## src/rtl/ecc_apb_pkg.sv

```systemverilog
// ============================================================================
// Module : ecc_apb_pkg
// Brief  : Shared types and constants for the ECC APB command master.
// Rev    : 1.0  initial release
// ============================================================================
`default_nettype none

package ecc_apb_pkg;

  typedef enum logic [2:0] {
    IDLE      = 3'd0,
    SETUP     = 3'd1,
    ACCESS    = 3'd2,
    WAIT_DONE = 3'd3,
    RESP      = 3'd4
  } state_t;

  // ECC register map, relative to the block base address
  localparam logic [7:0] OFF_CTRL           = 8'h00;
  localparam logic [7:0] OFF_DATA_IN        = 8'h04;
  localparam logic [7:0] OFF_CODEWORD_WIDTH = 8'h08;
  localparam logic [7:0] OFF_NOISE          = 8'h0C;

  // Write sequence slots; CTRL goes last because writing it starts the operation
  localparam logic [1:0] WR_DATA_IN        = 2'd0;
  localparam logic [1:0] WR_CODEWORD_WIDTH = 2'd1;
  localparam logic [1:0] WR_NOISE          = 2'd2;
  localparam logic [1:0] WR_CTRL           = 2'd3;

  localparam logic [1:0] MODE_ILLEGAL = 2'd3;

  localparam logic [1:0] STATUS_OK      = 2'd0;
  localparam logic [1:0] STATUS_TIMEOUT = 2'd1;
  localparam logic [1:0] STATUS_ILLEGAL = 2'd2;

endpackage

`default_nettype wire

```

## src/rtl/ecc_apb_cmd_master.sv

```systemverilog
// ============================================================================
// Module : ecc_apb_cmd_master
// Brief  : APB master that programs the ECC block for one job at a time and
//          returns its result (or a timeout/illegal-mode status).
// Rev    : 1.0  initial release
// ============================================================================
`default_nettype none

module ecc_apb_cmd_master
  import ecc_apb_pkg::*;
#(
  parameter int                         AMBA_ADDR_WIDTH = 32,
  parameter int                         AMBA_WORD       = 32,
  parameter int                         DATA_WIDTH      = 32,
  parameter logic [AMBA_ADDR_WIDTH-1:0] BASE_ADDR       = '0,
  parameter int                         TIMEOUT_CYCLES  = 1024
) (
  input  logic                       clk,
  input  logic                       rst,
  input  logic                       req_valid,
  output logic                       req_ready,
  input  logic [1:0]                 req_mode,
  input  logic [1:0]                 req_width,
  input  logic [DATA_WIDTH-1:0]      req_data,
  input  logic [DATA_WIDTH-1:0]      req_noise,
  output logic [AMBA_ADDR_WIDTH-1:0] paddr,
  output logic [AMBA_WORD-1:0]       pwdata,
  output logic                       psel,
  output logic                       penable,
  output logic                       pwrite,
  input  logic                       operation_done,
  input  logic [DATA_WIDTH-1:0]      data_out,
  input  logic [1:0]                 num_of_errors,
  output logic                       rsp_valid,
  input  logic                       rsp_ready,
  output logic [DATA_WIDTH-1:0]      rsp_data,
  output logic [1:0]                 rsp_num_errors,
  output logic [1:0]                 rsp_status
);

  localparam int               CNT_W      = $clog2(TIMEOUT_CYCLES) + 1;
  localparam logic [CNT_W-1:0] C_CNT_LAST = CNT_W'(TIMEOUT_CYCLES - 1);

  state_t                r_state;
  state_t                w_next_state;
  logic [1:0]            r_idx;
  logic [1:0]            r_mode;
  logic [1:0]            r_width;
  logic [DATA_WIDTH-1:0] r_data;
  logic [DATA_WIDTH-1:0] r_noise;
  logic [CNT_W-1:0]      r_cnt;
  logic [DATA_WIDTH-1:0] r_rsp_data;
  logic [1:0]            r_rsp_num_errors;
  logic [1:0]            r_rsp_status;
  logic [7:0]            w_offset;
  logic [AMBA_WORD-1:0]  w_field;

  always_ff @(posedge clk or negedge rst) begin
    if (!rst) r_state <= IDLE;
    else      r_state <= w_next_state;
  end

  // Offset/data mux selected by the write index
  always_comb begin
    w_offset = OFF_DATA_IN;
    w_field  = '0;
    case (r_idx)
      WR_DATA_IN: begin
        w_offset = OFF_DATA_IN;
        w_field  = AMBA_WORD'(r_data);
      end
      WR_CODEWORD_WIDTH: begin
        w_offset = OFF_CODEWORD_WIDTH;
        w_field  = AMBA_WORD'(r_width);
      end
      WR_NOISE: begin
        w_offset = OFF_NOISE;
        w_field  = AMBA_WORD'(r_noise);
      end
      default: begin
        w_offset = OFF_CTRL;
        w_field  = AMBA_WORD'(r_mode);
      end
    endcase
  end

  always_comb begin
    w_next_state = r_state;
    psel         = 1'b0;
    penable      = 1'b0;
    case (r_state)
      IDLE: begin
        if (req_valid) begin
          w_next_state = (req_mode == MODE_ILLEGAL) ? RESP : SETUP;
        end
      end
      SETUP: begin
        psel         = 1'b1;
        w_next_state = ACCESS;
      end
      ACCESS: begin
        psel         = 1'b1;
        penable      = 1'b1;
        w_next_state = (r_idx == WR_CTRL) ? WAIT_DONE : SETUP;
      end
      WAIT_DONE: begin
        if (operation_done || (r_cnt == C_CNT_LAST)) w_next_state = RESP;
      end
      RESP: begin
        if (rsp_ready) w_next_state = IDLE;
      end
      default: w_next_state = IDLE;
    endcase
    pwrite = psel;
    paddr  = psel ? (BASE_ADDR + AMBA_ADDR_WIDTH'(w_offset)) : '0;
    pwdata = psel ? w_field : '0;
  end

  always_ff @(posedge clk or negedge rst) begin
    if (!rst) begin
      r_idx            <= '0;
      r_mode           <= '0;
      r_width          <= '0;
      r_data           <= '0;
      r_noise          <= '0;
      r_cnt            <= '0;
      r_rsp_data       <= '0;
      r_rsp_num_errors <= '0;
      r_rsp_status     <= STATUS_OK;
    end else begin
      case (r_state)
        IDLE: begin
          if (req_valid) begin
            r_mode  <= req_mode;
            r_width <= req_width;
            r_data  <= req_data;
            r_noise <= req_noise;
            r_idx   <= WR_DATA_IN;
            if (req_mode == MODE_ILLEGAL) begin
              r_rsp_data       <= '0;
              r_rsp_num_errors <= '0;
              r_rsp_status     <= STATUS_ILLEGAL;
            end
          end
        end
        ACCESS: begin
          r_idx <= r_idx + 2'd1;
          r_cnt <= '0;
        end
        WAIT_DONE: begin
          // A done pulse on the last allowed cycle still counts as success
          if (operation_done) begin
            r_rsp_data       <= data_out;
            r_rsp_num_errors <= num_of_errors;
            r_rsp_status     <= STATUS_OK;
          end else if (r_cnt == C_CNT_LAST) begin
            r_rsp_data       <= '0;
            r_rsp_num_errors <= '0;
            r_rsp_status     <= STATUS_TIMEOUT;
          end else begin
            r_cnt <= r_cnt + 1'b1;
          end
        end
        default: ;
      endcase
    end
  end

  // Gated with rst so req_ready stays low while reset is held
  assign req_ready      = (r_state == IDLE) && rst;
  assign rsp_valid      = (r_state == RESP);
  assign rsp_data       = r_rsp_data;
  assign rsp_num_errors = r_rsp_num_errors;
  assign rsp_status     = r_rsp_status;

endmodule

`default_nettype wire

```

## config.mk

```make
export PLATFORM = sky130hd
export DESIGN_NAME = ecc_apb_cmd_master
export DESIGN_NICKNAME = d
export VERILOG_FILES = /design/src/rtl/ecc_apb_pkg.sv /design/src/rtl/ecc_apb_cmd_master.sv
export SDC_FILE = /design/constraint.sdc
export NUM_CORES = 1
export LEC_CHECK = 0
export CORE_UTILIZATION = 40
export CTS_CLUSTER_SIZE = 40
export DETAILED_ROUTE_END_ITERATION = 6
export PLACE_DENSITY = 0.77
export SLEW_MARGIN = 20
export SYNTH_ARGS = -nofsm -noshare
export SYNTH_HDL_FRONTEND = slang
export SYNTH_SLANG_ARGS = --single-unit
```

## constraint.sdc

```tcl
create_clock -name clk -period 1.9 [get_ports clk]
set_input_delay 0.19 -clock clk [delete_from_list [all_inputs] [get_ports clk]]
set_output_delay 0.19 -clock clk [all_outputs]
set_load 0.01 [all_outputs]
```

==> summary.md <==
| Metric | Value |
|---|---|
| Clock Pin Slew Worst Setup and Hold Paths | 50 ps |
| Hpwl dp | 9.867 mm |
| Clock buffer count from CTS | 17 |
| Post-synthesis cell area | 5463 sq um |
| Critical Path Sink | pwdata[28] |
| Post-synthesis cell type count | 43 |
| CTS sink count | 120 |
| Dominant cells by area after synthesis | dfrtp_1, nand2_1, a22o_1 |
| Worst setup margin | -385.6 ps |
| Max Cap Viol | 0 |
| Placed cell count | 921 |
| DR pass1 iterations | 5 |
| Max-slew violation count | 0 |
| Place WS | -296.4 ps |
| # H-tree levels | 4 |
| Crit path largest cell delay | 420 ps |
| Worst slew margin | 55.58% |
| Number of synthesized flops with an enable pin | 0 |
| CP Max Fanout | 7 |
| Reg2Reg Depth | 7 |
| Die area | 14130 sq um |
| Worst vdd ir | 994.5 uV |
| Worst Path Arrival | 2100 ps |
| Reg2reg end | r_cnt[7] |
| Core Region | 13300 sq um |
| Critical path origin | r_idx[0] |
| Status | finished with violations |
| Worst-Margin Slew | 666.4 ps |
| Sequential area share after synthesis | 54.97% |
| WHS | 303.5 ps |
| Power Total | 14.69 mW |
| Finished Core Util | 65.84% |
| Final worst path period share | 120.3% |
| Worst r2r src | r_state[2] |
| Post-Route WL | 16.83 mm |
| Die Ht | 118.9 microns |
| Die Width | 118.9 microns |
| Critical Path RT | 1710 ps |
| Synth Instances | 571 |
| Gr usage total | 24.37% |
| CTS tree | built |
| Worst hold path class | in -> reg |
| Worst-path cell with the longest stage delay | dfrtp_1 |
| Syn. warnings | 0 |
| Vias in the first global route | 5181 |
| CP Buf/Inv Count | 4 |
| Post-Synth Adder-Cell Area | 1.374% |
| Clk_skew | 7.481 ps |
| Crit. End Element | output pin |
| I/O pin cnt | 212 |
| FF+latch count, synth | 120 |
| Synth-to-Final Area Change | 60.24% |
| IO Port Bufs | 181 |
| Most area-hungry cell type in the Yosys netlist | dfrtp_1 |
| Drt initial violations | 292 |
| Row count | 42 |
| Most used flip-flop cell after synthesis | dfrtp_1 |
| Final Setup Violations | 36 |
| First-pass GRT wire length | 26.50 mm |
| Number of cells on the critical path | 7 |
| Clk buf depth | 2 |
| Layout Cells excl Fill | 972 |
| Most numerous cell in the Yosys netlist | nand2_1 |
| Gpl congestion | 0.7954 |
| Mux cell area share after synthesis | 1.649% |
| Cell family with most CP delay | buffers and inverters |
| Startpoint types | flop |
| Initial antenna violation count | 0 |
| Largest family of logic cells by synthesized area | simple AND/OR/NAND/NOR gates |
| DRT antenna net count | 0 |
| Synth Area in Compound Gates | 13.47% |
| Wire per inst | 17.31 microns |
| GRT overflow | 0 |
| Post-route DRC | 0 |
| Failing checks | negative setup slack |
| Starting Density | 41.09% |
| Antenna diodes | 0 |
| Simple-Gate Fraction of Synth Area | 19.84% |
| Final nets | 898 |
| Syn_area_per_cell | 9.567 sq um |
| Clk_lat worst skew | 420 ps |
| Ordered list of cells on the worst path | buf_4 -> ha_2 -> or3_4 -> buf_16 -> buf_12 -> nor2_4 -> buf_6 |
| R2R Setup Slk | -80 ps |
| Final Hold Fails | 0 |
| Async set-reset flop share out of synthesis | 100.0% |
| Total number of vias | 5028 |
| Minimum clock period | 2286 ps |
| Share of the synthesized area in the top cell type | 54.97% |
| Peak Freq | 437.5 MHz |
| Synth Area in XOR/XNOR | 0.4810% |
| Ratio of cells with drive above 1 in the final layout | 23.99% |
| Largest net degree at the start of global routing | 121 |
| Root buffer cell | clkbuf_16 |
| RSZ-0062 raised after global routing | yes |
| Critical path type | reg -> out |
| Routed vias/inst | 5.173 |
| Leakage power | 4.044 nW |
| Pwr Density | 1678 nW/um^2 |
| Commonest cells in the netlist | nand2_1, dfrtp_1, nor2_1, a22o_1, buf_4 |
## worst register-to-register path, cell delays in order (launching register included)
cell      delay [ps]
dfrtp_2          450
buf_6            140
buf_6            120
and4bb_2         340
o31ai_4           90
buf_6            140
or4_4            480
a21oi_2          160
## per-layer routing
layer,track usage [%],share of wire [%],wire (microns)
met5,0,0,0
met4,11.55,1.8,306
met3,6.130,6.0,1009
met2,40.17,52,8767
met1,29.94,40,6746
## where the power goes
part           internal [mW]  leakage (nW)  switching [mW]
combinational           3.64          2.25            3.80
clock                   1.93         0.265            1.11
sequential              3.57          1.53           0.647
total                   9.14          4.04            5.55
## layout by cell type, fill, tap and decap left out, types with 4 or more instances in the layout
cell type	n
a21oi_1	7
a22o_1	34
a22oi_1	20
a22oi_2	10
buf_12	9
buf_2	7
buf_4	30
buf_6	35
clkbuf_16	17
clkdlybuf4s50_1	141
clkinv_2	4
conb_1	30
dfrtp_1	117
inv_1	5
mux2_2	8
nand2_1	186
nand3_1	5
nor2_1	9
nor2_4	29
nor3_1	5
o21ai_0	8
o31ai_1	4
## sequential cells by signal (all words and copies together) (netlist names)
signal / flops
r_mode: 2
r_width: 2
rsp_status: 2
r_idx: 2
r_data: 32
r_cnt: 11
rsp_num_errors: 2
r_state: 3
r_noise: 32
rsp_data: 32
## worst min path at each step
stage / end / slack (ps) / depth (start not counted) / startpoint
2_1_floorplan: r_cnt[0] / -110 / 0 / rst
3_3_place_gp: r_data[27] / 390 / 2 / rst
3_5_place_dp: r_data[27] / 410 / 2 / rst
4_1_cts: r_data[21] / 290 / 3 / req_data[21]
5_1_grt: r_noise[16] / 300 / 3 / req_noise[16]
6_report: r_noise[16] / 300 / 3 / req_noise[16]
## through the flow
stage,instance area (sq um),setup TNS [ps]
after floorplan,5572,0
after global placement,7480,-19700
after detailed placement,7485,-24600
after CTS,8548,-7124
after global routing,8753,-11540
final,8753,-9002
## cell type report
cell class                      instances  area, sq um
Fill cell                             994         4542
Sequential cell                       120         3007
Multi-Input combinational cell        407         2547
Timing Repair Buffer                  231         2386
Clock buffer                           21        450.4
Tap cell                              176        220.2
Clock inverter                          9        102.6
Inverter                                8        40.04
## kinds of logic after synthesis
| kind of cell | count (synthesis) |
|---|---|
| buf+inv | 76 |
| fa+ha+maj | 6 |
| xor+xnor | 3 |
| other cells | 1 |
| simple gates | 261 |
| mux | 8 |
| compound gates | 96 |
| flops | 120 |
## what timing repair did
action / in CTS / in global routing
hold endpoints to repair: 120 / 0
cloned: 7 / 1
setup endpoints to repair: 82 / 41
buffers inserted: 8 / 8
hold buffers: 1 / 0
gates resized for setup: 247 / 49
pin swaps: 30 / 21
Power figures use the tool's default switching activity.
